`config.mk`:
```
export PLATFORM = sky130hd
export DESIGN_NAME = exec_unit
export DESIGN_NICKNAME = d
export VERILOG_FILES = /design/src/rtl/exec_unit.sv
export SDC_FILE = /design/constraint.sdc
export NUM_CORES = 1
export LEC_CHECK = 0
export BUFFER_PORTS_ARGS = -buffer_cell sky130_fd_sc_hd__buf_2
export CORE_MARGIN = 10
export CORE_UTILIZATION = 40
export DETAILED_ROUTE_END_ITERATION = 7
export PLACE_DENSITY = 0.57
export SLEW_MARGIN = 25
export SYNTH_ARGS = -nofsm -noshare
export SYNTH_HDL_FRONTEND = slang
export SYNTH_SLANG_ARGS = --single-unit
```
`constraint.sdc`:
```
create_clock -name clk -period 4.15 [get_ports clk]
set_input_delay 0.83 -clock clk [delete_from_list [all_inputs] [get_ports clk]]
set_output_delay 0.83 -clock clk [all_outputs]
set_load 0.01 [all_outputs]
```
`src/rtl/exec_unit.sv`:
```
// Execute stage behind the register file: one ALU op or a multi-cycle shift-add
// multiply, then a single-cycle write-back pulse on wr/rd/ad plus {Z,N,C,V} flags.
module exec_unit #(
  parameter int DW = 8,
  parameter int AW = 6
) (
  input  logic          clk,
  input  logic          rst_n,
  input  logic          start,
  input  logic [3:0]    op,
  input  logic [DW-1:0] a,
  input  logic [DW-1:0] b,
  input  logic [AW-1:0] dst,
  output logic          busy,
  output logic          wr,
  output logic [DW-1:0] rd,
  output logic [AW-1:0] ad,
  output logic [3:0]    flags
);

  localparam int CW = (DW > 1) ? $clog2(DW) : 1;

  typedef enum logic [1:0] {IDLE, EXEC, MUL, WB} state_t;

  state_t          state;
  logic [3:0]      op_q;
  logic [DW-1:0]   a_q;
  logic [DW-1:0]   b_q;
  logic [AW-1:0]   dst_q;
  logic [DW-1:0]   hi;
  logic [2*DW-1:0] acc;
  logic [2*DW-1:0] mcand;
  logic [CW-1:0]   cnt;

  logic [DW:0]     alu_wide;
  logic [DW-1:0]   alu_res;
  logic            alu_c;
  logic            alu_v;
  logic            alu_wr;
  logic            alu_upd;
  logic            cin;
  logic [2*DW-1:0] acc_next;

  assign busy     = (state != IDLE);
  assign cin      = flags[1];
  assign alu_res  = alu_wide[DW-1:0];
  // b_q doubles as the multiplier shift register while in MUL
  assign acc_next = acc + (b_q[0] ? mcand : '0);

  always_comb begin
    alu_wide = '0;
    alu_c    = 1'b0;
    alu_v    = 1'b0;
    alu_wr   = 1'b1;
    alu_upd  = 1'b1;
    case (op_q)
      4'h0, 4'h8: begin
        alu_wide = {1'b0, a_q} + {1'b0, b_q} + {{DW{1'b0}}, (op_q == 4'h8) & cin};
        alu_c    = alu_wide[DW];
        alu_v    = (a_q[DW-1] == b_q[DW-1]) && (alu_wide[DW-1] != a_q[DW-1]);
      end
      4'h1, 4'h9, 4'hD: begin
        alu_wide = {1'b0, a_q} - {1'b0, b_q} - {{DW{1'b0}}, (op_q == 4'h9) & cin};
        alu_c    = alu_wide[DW];
        alu_v    = (a_q[DW-1] != b_q[DW-1]) && (alu_wide[DW-1] != a_q[DW-1]);
        alu_wr   = (op_q != 4'hD);
      end
      4'h2: alu_wide = {1'b0, a_q & b_q};
      4'h3: alu_wide = {1'b0, a_q | b_q};
      4'h4: alu_wide = {1'b0, a_q ^ b_q};
      4'h5: alu_wide = {1'b0, ~a_q};
      4'h6: begin
        alu_wide = {1'b0, a_q[DW-2:0], 1'b0};
        alu_c    = a_q[DW-1];
      end
      4'h7: begin
        alu_wide = {2'b00, a_q[DW-1:1]};
        alu_c    = a_q[0];
      end
      4'hA: alu_wide = {1'b0, b_q};
      4'hC: begin
        alu_wide = {1'b0, hi};
        alu_upd  = 1'b0;
      end
      default: begin
        alu_wr  = 1'b0;
        alu_upd = 1'b0;
      end
    endcase
  end

  always_ff @(posedge clk or negedge rst_n) begin
    if (!rst_n) begin
      state <= IDLE;
      wr    <= 1'b0;
      rd    <= '0;
      ad    <= '0;
      flags <= '0;
      hi    <= '0;
      cnt   <= '0;
      op_q  <= '0;
      a_q   <= '0;
      b_q   <= '0;
      dst_q <= '0;
      acc   <= '0;
      mcand <= '0;
    end else begin
      case (state)
        IDLE: begin
          if (start) begin
            op_q  <= op;
            a_q   <= a;
            b_q   <= b;
            dst_q <= dst;
            acc   <= '0;
            mcand <= {{DW{1'b0}}, a};
            cnt   <= '0;
            state <= (op == 4'hB) ? MUL : EXEC;
          end
        end
        EXEC: begin
          if (alu_wr) begin
            rd <= alu_res;
            ad <= dst_q;
            wr <= 1'b1;
          end
          if (op_q == 4'hC) begin
            flags[3:2] <= {hi == '0, hi[DW-1]};
          end else if (alu_upd) begin
            flags <= {alu_res == '0, alu_res[DW-1], alu_c, alu_v};
          end
          state <= WB;
        end
        MUL: begin
          acc   <= acc_next;
          mcand <= mcand << 1;
          b_q   <= b_q >> 1;
          cnt   <= cnt + CW'(1);
          if (cnt == CW'(DW-1)) begin
            rd    <= acc_next[DW-1:0];
            hi    <= acc_next[2*DW-1:DW];
            ad    <= dst_q;
            wr    <= 1'b1;
            flags <= {acc_next == '0, acc_next[DW-1], acc_next[2*DW-1:DW] != '0, 1'b0};
            cnt   <= '0;
            state <= WB;
          end
        end
        WB: begin
          wr    <= 1'b0;
          state <= IDLE;
        end
        default: state <= IDLE;
      endcase
    end
  end

endmodule

```
==> impl_results.md, run 1 <==
- Status: finished clean
- Aggregate global routing overflow: 0
- Largest delay share family, worst path: compound AO/OA/AOI/OAI gates
- Slowest stage delay, CP: 520 ps
- Crit Reg-Reg Startpoint: op_q[2]
- Avg Cell Area, Syn: 9.31 µm²
- DR pass1 iterations: 6
- Number of antenna violations at the first check in global routing: 0
- HP Start: rd[2]
- R2R cell count: 12
- Fin Clk Skew: 12.4 ps
- TNS Setup: 0 ps
- Worst hold endpoint: rd[2]
- # IOs: 49
- Starting Density: 0.410
- Max Fanout on Critical Path: 3
- DRT antenna net count: 0
- Clock Tree Buf Depth: 2
- DIE AREA: 0.0210 mm²
- Port bufs: 48
- Reg2Reg Capture Point: flags[2]
- Wire per inst: 19.3 µm
- Slowest CP cell: or4_1
- EDFF count, synth: 0
- Post-Synthesis Cells: approximately 670
- TritonCTS clock tree: done
- Startpoint types: flop
- VDD IR max: roughly 0.34 mV
- Core Box Area: ~0.015 mm²
- RD Place Congestion: 0.886
- Ys async rst share: 1.00
- Final Max Tran Viols: 0
- Global-route wire length before repair: 28,800 µm
- Sequential element share of the synthesized area: 0.360
- Fraction of final layout cells sized beyond drive strength 1: 0.160
- Post-synth top area share: 0.360
- Final setup violation count: 0
- Pin count of the biggest net entering global routing: 67
- Post-CTS Setup Bufs: 0
- Final setup margin: 542 ps
- Final hold viol count: 0
- Total Nets Final: about 790
- Post-cts repair resize count: 0
- Syn Std Cell Area: 0.00625 mm²
- Fmax: around 0.28 GHz
- Hold Path Depth: 2
- DRC Markers: 0
- Buf/Inv on CP: 0
- Max-cap violation count: 0
- Crit path time final: 3610 ps
- Clk Latency, worst-skew pair: 360 ps
- Predominant post-synthesis flop cell: dfrtp_1
- Ant diodes: 0
- Gr usage total: 0.169
- Synth area leaders: dfrtp_1, ha_1, mux2_2
- Via-to-Cell Ratio: approximately 5.6
- Slew margin rel.: 0.416
- Num Clock Sinks: 90
- Vias after detailed routing: 5,202
- Worst EP arrival: 3850 ps
- Clock Pin Slew Worst Setup and Hold Paths: about 80 ps
- Synthesized flop and latch total: 90
- Crit-path cells: and3b_1 -> nand2_1 -> fa_1 -> ha_1 -> o21ai_0 -> a211oi_1 -> a21o_1 -> a2111oi_0 -> or4_1 -> a211oi_1 -> o21ai_0 -> mux2_2
- Slew @ Worst Pin: 876 ps
- Pre-CTS setup slack: 591 ps
- Post-synth net total: 756
- Fill cell total of the finished layout: 1,459
- Kind of end point of the critical path: flop
- Tightest Hold Check Type: reg2reg
- Width of the die: 145 µm
- Ys Warns: 0
- Number of global-route vias before repair: 5,086
- Tcrit/Tclk final: 0.869
- Cts hold-fix bufs: 0
- Post-synth top area cell: dfrtp_1
- Area Growth Syn to Fin: 12.3%
- Netlist cell types: 60
- FP Rows: 45
- Initial DRC Count: 389
- Num CTS Buffers: 9
- R2R setup slack: 540 ps
- Htree depth: 3
- WP data required: 4390 ps
- Root buffer cell: clkbuf_16
- DP HPWL: 13,500 µm
- Setup Crit Path Kind: reg2reg
- Final WL: 17,800 µm
- LEAKAGE: 0.00319 µW
- RSZ-0062 raised after global routing: false
- Pwr dens: 899 mW/mm²
- Die Y: between 100 and 150 µm
flip-flops by register name, indices dropped and copies added, names as in the netlist:
name   flops
rd         8
b_q        8
flags      4
state      2
mcand     16
cnt        3
ad         6
a_q        8
dst_q      6
wr         1
op_q       4
acc       16
hi         8
worst max-delay path by stage:
stage | endpoint | from | slack, ps | cells past startpoint
finish | flags[2] | op_q[2] | 540 | 12
global route | flags[2] | op_q[2] | 360 | 12
CTS | flags[2] | op_q[2] | 550 | 12
detailed placement | flags[2] | op_q[2] | 590 | 12
global placement | rd[7] | op_q[2] | 630 | 12
floorplan | rd[7] | op_q[3] | 280 | 14
cells in the mapped netlist, drive strengths merged (2+ instances only):
cell     number
dfrtp        90
nand2        68
o21ai        61
ha           51
a21oi        33
nor2         32
mux2         29
inv          28
mux2i        28
clkbuf       25
a22o         20
and2         15
xnor2        15
nor3         14
nand2b       13
nand3        12
a211oi       11
nor2b        11
xor2          9
buf           8
o31ai         8
a21o          7
a31oi         7
o211ai        7
o21a          6
fa            5
nand4         5
nor4          5
o22a          4
or3           4
a21boi        3
nand3b        3
o2111ai       3
o221ai        3
o32ai         3
a2111oi       2
a22oi         2
a311oi        2
and3          2
o221a         2
o22ai         2
o31a          2
or4b          2
worst reg2reg max path, delay by kind of cell (launching register included):
kind	cells	cell delay [ps]
flops	1	380
simple gates	3	810
mux	1	290
fa+ha+maj	2	710
compound gates	6	1300
metrics by stage:
stage          hold WS, ps  power, µW  cells  instance area [µm²]  utilization
2_1_floorplan          456       4340    671                 6250            -
6_report               479       6300    924                 7020        0.460
3_5_place_dp           468       5470    908                 6730        0.441
3_3_place_gp           465       5430    908                 6730        0.441
5_1_grt                503       6860    924                 7020        0.460
4_1_cts                485       6320    924                 7020        0.460
placed cells by master (no fill, tap or decap), types with 12 or more instances in the layout:
master    instances
a22o_1           20
and2_1           15
dfrtp_1          90
nand2b_1         13
o21ai_0          57
ha_1             50
nor3_1           14
buf_4            12
inv_1            28
a21oi_1          32
nand3_1          12
mux2_2           29
nor2_1           32
buf_2            47
mux2i_1          28
xnor2_1          15
nand2_1          68
final cells by class:
class	count	area (µm²)	share of cell area
clock inverters	7	65.1	0.00927
multi-input cells	519	3770	0.538
well taps	211	264	0.0376
repair buffers	59	325	0.0464
flip-flops and latches	90	2250	0.321
clock buffers	9	225	0.0321
inverters	29	109	0.0155
report_power, final:
part,total [µW],switching [µW],internal (µW)
logic,3960,2340,1620
clock network,811,387,423
registers,1540,312,1220
total,6300,3040,3260
cell families after synthesis:
logic type / share of synthesized area
buffers and inverters: 0.0376
XOR/XNOR: 0.0336
adder cells (fa/ha/maj): 0.118
multiplexers: 0.0971
AND/OR/NAND/NOR: 0.147
flip-flops: 0.360
AO/OA/AOI/OAI: 0.206
layer usage:
metal  global-route usage  wire length (µm)  vias to the layer above
met2                0.276              8670                      122
met1                0.227              8270                     2547
met4               0.0506               249                        0
li1                     -                 -                     2517
met3               0.0211               661                       16
met5                    0                 0                        -
No activity file was read; power rests on OpenSTA's default activity.
==> inputs of run 2 (changes only) <==
--- a/config.mk
+++ b/config.mk
@@ -9,7 +9,7 @@
 export CORE_MARGIN = 10
 export CORE_UTILIZATION = 40
 export DETAILED_ROUTE_END_ITERATION = 7
-export PLACE_DENSITY = 0.57
+export PLACE_DENSITY = 0.55
 export SLEW_MARGIN = 25
 export SYNTH_ARGS = -nofsm -noshare
 export SYNTH_HDL_FRONTEND = slang
==> constraint.sdc (replaced) <==
create_clock -name clk -period 4 [get_ports clk]
set_input_delay 0.8 -clock clk [delete_from_list [all_inputs] [get_ports clk]]
set_output_delay 0.8 -clock clk [all_outputs]
set_load 0.01 [all_outputs]
==> run 2 against run 1 <==
Cell count is 0.22% higher. Die area stayed put. Worst hold slack better by 8.0 ps. Clock power is 5.8% higher. Maximum frequency is 0.44% lower. Critical endpoint is now rd[7].
==> impl_results.md, run 2 (synthesis results as in run 1) <==
- Max Fanout on Critical Path: 3 (unchanged)
- Area Growth Syn to Fin: 12.8% (was 12.3%)
- Vias after detailed routing: 5,215 (was 5,202)
- TNS Setup: 0 ps (unchanged)
- Final WL: 18,100 µm (was 17,800 µm)
- Wire per inst: 19.5 µm (was 19.3 µm)
- Htree depth: 3 (unchanged)
- LEAKAGE: 0.00321 µW (was 0.00319 µW)
- Final Util: 0.462 (was 0.460)
- Reg2Reg Capture Point: rd[7] (was flags[2])
- Fmax: 0.276 GHz (was 0.277 GHz)
- Die Y: 145 µm (unchanged)
- Number of global-route vias before repair: 5,237 (was 5,086)
- FP Rows: 45 (unchanged)
- VDD IR max: 0.354 mV (was 0.336 mV)
- Core Box Area: 0.0153 mm² (unchanged)
- R2R cell count: 12 (unchanged)
- Startpoint types: flop (unchanged)
- Num Clock Sinks: 90 (unchanged)
- DRC Markers: 0 (unchanged)
- Width of the die: 145 µm (unchanged)
- Pwr dens: 933 mW/mm² (was 899 mW/mm²)
- Kind of end point of the critical path: flop (unchanged)
- Aggregate global routing overflow: 0 (unchanged)
- Ant diodes: 0 (unchanged)
- RSZ-0062 raised after global routing: false (unchanged)
- Status: finished clean (unchanged)
- DIE AREA: 0.0210 mm² (unchanged)
- Cts hold-fix bufs: 0 (unchanged)
- Sw power: 3190 µW (was 3040 µW)
- # IOs: 49 (unchanged)
- Hold WS: 487 ps (was 479 ps)
- HP Start: rd[3] (was rd[2])
- DR pass1 iterations: 5 (was 6)
- Number of antenna violations at the first check in global routing: 0 (unchanged)
- Crit-path cells: and3b_1 -> nand2_1 -> fa_1 -> ha_1 -> o21ai_0 -> a211oi_1 -> a21o_1 -> a2111oi_0 -> or4_1 -> a211oi_1 -> o21ai_0 -> mux2_2 (unchanged)
- Slew @ Worst Pin: 1060 ps (was 876 ps)
- Final hold viol count: 0 (unchanged)
- Slowest CP cell: or4_1 (unchanged)
- Worst EP arrival: 3860 ps (was 3850 ps)
- RD Place Congestion: 0.892 (was 0.886)
- Starting Density: 0.410 (unchanged)
- Comb pwr share: 0.629 (was 0.628)
- TritonCTS clock tree: done (unchanged)
- Gr usage total: 0.170 (was 0.169)
- Max-cap violation count: 0 (unchanged)
- Slowest stage delay, CP: 530 ps (was 520 ps)
- DRT antenna net count: 0 (unchanged)
- Pin count of the biggest net entering global routing: 72 (was 67)
- Tightest Hold Check Type: reg2reg (unchanged)
- Clock Tree Buf Depth: 2 (unchanged)
- Clock network fraction of total power: 0.130 (was 0.129)
- Post-cts repair resize count: 0 (unchanged)
- Sequential power share: 0.240 (was 0.244)
- Fraction of final layout cells sized beyond drive strength 1: 0.162 (was 0.160)
- Initial DRC Count: 370 (was 389)
- Crit path time final: 3620 ps (was 3610 ps)
- Post-CTS Setup Bufs: 0 (unchanged)
- Slew margin rel.: 0.275 (was 0.416)
- Root buffer cell: clkbuf_16 (unchanged)
- Via-to-Cell Ratio: 5.63 (about the same)
- Worst hold endpoint: rd[3] (was rd[2])
- WP data required: 4240 ps (was 4390 ps)
- Global-route wire length before repair: 29,300 µm (was 28,800 µm)
- Clk Latency, worst-skew pair: 350 ps (was 360 ps)
- Most common cell after layout, fill and taps aside: dfrtp_1 (unchanged)
- DP HPWL: 13,700 µm (was 13,500 µm)
- Crit Reg-Reg Startpoint: op_q[2] (unchanged)
- R2R setup slack: 380 ps (was 540 ps)
- Fin Clk Skew: 13.0 ps (was 12.4 ps)
- Final Max Tran Viols: 0 (unchanged)
- Num CTS Buffers: 9 (unchanged)
- Total Nets Final: 795 (was 793)
- Buf/Inv on CP: 0 (unchanged)
- Hold Path Depth: 2 (unchanged)
- Setup Crit Path Kind: reg2reg (unchanged)
- Final setup violation count: 0 (unchanged)
- Internal: 3390 µW (was 3260 µW)
- Port bufs: 48 (unchanged)
- Switching share of power: 0.485 (was 0.483)
- Commonest cells after routing, fill and taps aside: dfrtp_1, nand2_1, o21ai_0 (unchanged)
- Largest regs: acc: 16 flops, mcand: 16 flops (unchanged)
- Clock Pin Slew Worst Setup and Hold Paths: 80 ps (about the same)
- Tcrit/Tclk final: 0.906 (was 0.869)
- Largest delay share family, worst path: compound AO/OA/AOI/OAI gates (unchanged)
==> run 2: worst min-delay path: stages (launching register included) <==
cell,delay (ps)
dfrtp_1,340
nand2_1,50
o21ai_0,60
==> run 2: worst max-delay path by stage <==
stage               startpoint    end  depth (start not counted)  slack, ps
floorplan              op_q[3]  rd[7]                         14        130
global placement       op_q[2]  rd[7]                         12        520
detailed placement     op_q[2]  rd[7]                         12        400
CTS                    op_q[2]  rd[7]                         12        400
global route           op_q[1]  rd[7]                         12        140
finish                 op_q[2]  rd[7]                         12        380
==> run 2: per-stage QoR <==
stage               power [µW]  setup WS, ps  cell area [µm²]  cells
detailed placement        5680           401             6740    910
global route              7130           143             7050    926
floorplan                 4510           126             6250    671
CTS                       6570           396             7050    926
finish                    6580           376             7050    926
global placement          5620           515             6740    910
==> run 2: power groups by stage <==
stage | registers [µW] | logic [µW] | clock network (µW)
finish | 1580 | 4140 | 858
global route | 1640 | 4580 | 918
detailed placement | 1600 | 4080 | 0
CTS | 1580 | 4110 | 885
global placement | 1580 | 4050 | 0
floorplan | 1560 | 2950 | 0
==> run 2: final cells by class <==
type	count	area [µm²]
Clock buffer	9	225
Clock inverter	7	81.3
Fill cell	1500	8210
Inverter	29	109
Multi-Input combinational cell	519	3770
Sequential cell	90	2250
Tap cell	211	264
Timing Repair Buffer	61	340
==> run 2: routing by layer <==
layer	share of wire	up-vias	wire length [µm]	GRT usage
met5	0	-	0	0
met3	0.040	9	725	0.0345
met2	0.49	109	8930	0.285
met1	0.46	2579	8280	0.221
met4	0.0083	0	150	0.0291
li1	-	2518	-	-
==> inputs of run 3 (changes only) <==
--- a/config.mk
+++ b/config.mk
@@ -5,6 +5,7 @@
 export SDC_FILE = /design/constraint.sdc
 export NUM_CORES = 1
 export LEC_CHECK = 0
+export ABC_AREA = 1
 export BUFFER_PORTS_ARGS = -buffer_cell sky130_fd_sc_hd__buf_2
 export CORE_MARGIN = 10
 export CORE_UTILIZATION = 40
==> run 3 against run 2 <==
Global-route usage increased by 1.2 points. Largest cell class unchanged. Worst hold slack got worse by 6.8 ps. Non-clock buffer count decreased by 8. Wire length increased by 9.5%. Maximum frequency increased by 22%. Synthesized area increased by 5.5%. First-iteration DRC count increased by 57%.
==> impl_results.md, run 3 <==
- Post-synth top area cell: dfrtp_1 (unchanged)
- Width of the die: 148 µm (was 145 µm)
- Clock Pin Slew Worst Setup and Hold Paths: 70 ps (was 80 ps)
- Num CTS Buffers: 9 (unchanged)
- Critical path origin: b_q[0] (was op_q[2])
- Starting Density: 0.412 (was 0.410)
- Sw power: 3620 µW (was 3190 µW)
- Final Max Tran Viols: 0 (unchanged)
- DP HPWL: 15,700 µm (was 13,700 µm)
- Kind of end point of the critical path: flop (unchanged)
- Setup Crit Path Kind: reg2reg (unchanged)
- Area Growth Syn to Fin: 11.5% (was 12.8%)
- Post-cts repair resize count: 0 (unchanged)
- Max Fanout on Critical Path: 19 (was 3)
- Via-to-Cell Ratio: 5.03 (was 5.63)
- Comb pwr share: 0.624 (was 0.629)
- Post-CTS Setup Bufs: 0 (unchanged)
- Synth area leaders: dfrtp_1, nand2_1, ha_1 (was dfrtp_1, ha_1, mux2_2)
- Slew margin rel.: 0.431 (was 0.275)
- Ys Warns: 0 (unchanged)
- Slew @ Worst Pin: 854 ps (was 1060 ps)
- Number of antenna violations at the first check in global routing: 0 (unchanged)
- Fill cell total of the finished layout: 1,777 (was 1,500)
- TNS Setup: 0 ps (unchanged)
- R2R setup slack: 1020 ps (was 380 ps)
- Most frequent cells after synthesis: nand2_1, inv_1, dfrtp_1, o21ai_0 (was dfrtp_1, nand2_1, o21ai_0, ha_1)
- Crit Reg-Reg Startpoint: b_q[0] (was op_q[2])
- Final WL: 19,800 µm (was 18,100 µm)
- Global-route wire length before repair: 32,100 µm (was 29,300 µm)
- Largest regs: acc: 16 flops, mcand: 16 flops (unchanged)
- Syn Std Cell Area: 0.00660 mm² (was 0.00625 mm²)
- R2R cell count: 14 (was 12)
- Most common cell after layout, fill and taps aside: nand2_1 (was dfrtp_1)
- Hold Path Depth: 2 (unchanged)
- Port bufs: 48 (unchanged)
- Fmax: 0.336 GHz (was 0.276 GHz)
- # IOs: 49 (unchanged)
- Commonest cells after routing, fill and taps aside: nand2_1, inv_1, dfrtp_1 (was dfrtp_1, nand2_1, o21ai_0)
- Ys async rst share: 1.00 (unchanged)
- RD Place Congestion: 0.911 (was 0.892)
- Tcrit/Tclk final: 0.745 (was 0.906)
- DIE AREA: 0.0220 mm² (was 0.0210 mm²)
- Aggregate global routing overflow: 0 (unchanged)
- WP data required: 4290 ps (was 4240 ps)
- Clock network fraction of total power: 0.128 (was 0.130)
- Sequential element share of the synthesized area: 0.341 (was 0.360)
- Switching share of power: 0.529 (was 0.485)
- Netlist cell types: 31 (was 60)
- Fin Clk Skew: 13.1 ps (was 13.0 ps)
- Post-synth net total: 1,064 (was 756)
- TritonCTS clock tree: done (unchanged)
- Clock Tree Buf Depth: 2 (unchanged)
- Root buffer cell: clkbuf_16 (unchanged)
- Startpoint types: flop (unchanged)
- Initial DRC Count: 581 (was 370)
- Ant diodes: 0 (unchanged)
- Reg2Reg Capture Point: flags[3] (was rd[7])
- Vias after detailed routing: 6,234 (was 5,215)
- Final setup violation count: 0 (unchanged)
- Pin count of the biggest net entering global routing: 65 (was 72)
- Avg Cell Area, Syn: 6.74 µm² (was 9.31 µm²)
- Wire per inst: 16.0 µm (was 19.5 µm)
- Core Box Area: 0.0160 mm² (was 0.0153 mm²)
- Synthesized flop and latch total: 90 (unchanged)
- LEAKAGE: 0.00404 µW (was 0.00321 µW)
- Most frequent cell after synthesis: nand2_1 (was dfrtp_1)
- Sequential power share: 0.248 (was 0.240)
- Final hold viol count: 0 (unchanged)
- Worst EP arrival: 3270 ps (was 3860 ps)
- Dpl cells: 1,224 (was 910)
- Cts hold-fix bufs: 0 (unchanged)
- Htree depth: 3 (unchanged)
- Fraction of final layout cells sized beyond drive strength 1: 0.0830 (was 0.162)
- Final Util: 0.460 (was 0.462)
- CP endpoint: flags[3] (was rd[7])
- Internal: 3220 µW (was 3390 µW)
- Total Nets Final: 1,104 (was 795)
- Number of global-route vias before repair: 5,963 (was 5,237)
- Status: finished clean (unchanged)
- RSZ-0062 raised after global routing: false (unchanged)
- Post-synth top area share: 0.341 (was 0.360)
- DRT antenna net count: 0 (unchanged)
- Num Clock Sinks: 90 (unchanged)
- DR pass1 iterations: 6 (was 5)
- Post-Synthesis Cells: 979 (was 671)
- Die Y: 148 µm (was 145 µm)
- FP Rows: 46 (was 45)
- VDD IR max: 0.320 mV (was 0.354 mV)
- Clk Latency, worst-skew pair: 360 ps (was 350 ps)
- Crit path time final: 2980 ps (was 3620 ps)
- Non-Filler Instances: 1,240 (was 926)
- Max-cap violation count: 0 (unchanged)
- Gr usage total: 0.181 (was 0.170)
- EDFF count, synth: 0 (unchanged)
- Predominant post-synthesis flop cell: dfrtp_1 (unchanged)
- Pwr dens: 930 mW/mm² (was 933 mW/mm²)
- Tightest Hold Check Type: reg2reg (unchanged)
- DRC Markers: 0 (unchanged)
## run 3: layer usage
layer  wire (µm)  global-route usage  share of wire
met1        9160               0.238           0.46
met2        9490               0.298           0.48
met3         794              0.0276          0.040
met4         359              0.0570          0.018
met5           0                   0              0
## run 3: area by class of cell
| class | instances | area, µm² | area share |
|---|---|---|---|
| multi-input combinational | 707 | 3650 | 0.497 |
| timing repair buffer | 53 | 280 | 0.0381 |
| clock inverter | 7 | 77.6 | 0.0105 |
| tap | 216 | 270 | 0.0368 |
| sequential | 90 | 2250 | 0.306 |
| inverter | 158 | 593 | 0.0807 |
| clock buffer | 9 | 225 | 0.0306 |
## run 3: worst min path at each step
stage | end | from
2_1_floorplan | ad[5] | dst_q[5]
3_3_place_gp | ad[2] | ad[2]
3_5_place_dp | ad[5] | dst_q[5]
4_1_cts | ad[5] | dst_q[5]
5_1_grt | ad[5] | ad[5]
6_report | ad[2] | ad[2]
## run 3: cell families (layout without fill, tap and decap cells)
logic type      after synthesis  in the layout  synth area share
xor+xnor                      9              9            0.0120
compound gates              142            142             0.119
buf+inv                     182            227             0.105
fa+ha+maj                    56             56             0.112
flops                        90             90             0.341
simple gates                500            500             0.311
## run 3: critical path, stage by stage (launching register included)
cell     delay (ps)
dfrtp_1         730
inv_1           280
fa_1            490
fa_1            430
inv_1           100
nand2_1          80
nand2_1          80
nand2_1          50
nand3_1          70
nand4_1         190
nor2_1          150
nand4_1          90
nand2_1          80
nand2_1          50
nand2_1          50
## run 3: power groups by stage
| stage | registers (µW) | logic [µW] | clock network (µW) |
|---|---|---|---|
| final | 1700 | 4270 | 874 |
| after global routing | 1750 | 4880 | 936 |
| after detailed placement | 1710 | 4260 | 0 |
| after CTS | 1690 | 4280 | 897 |
| after floorplan | 1600 | 3100 | 0 |
| after global placement | 1710 | 4250 | 0 |
## run 3: stage by stage
stage                     area, µm²  power [µW]  setup slack (ps)  hold WS, ps
final                          7350        6840              1020          480
after global routing           7350        7560               721          506
after CTS                      7350        6870              1060          484
after detailed placement       7050        5970              1080          465
after global placement         7050        5960              1130          462
after floorplan                6600        4700              1480          442
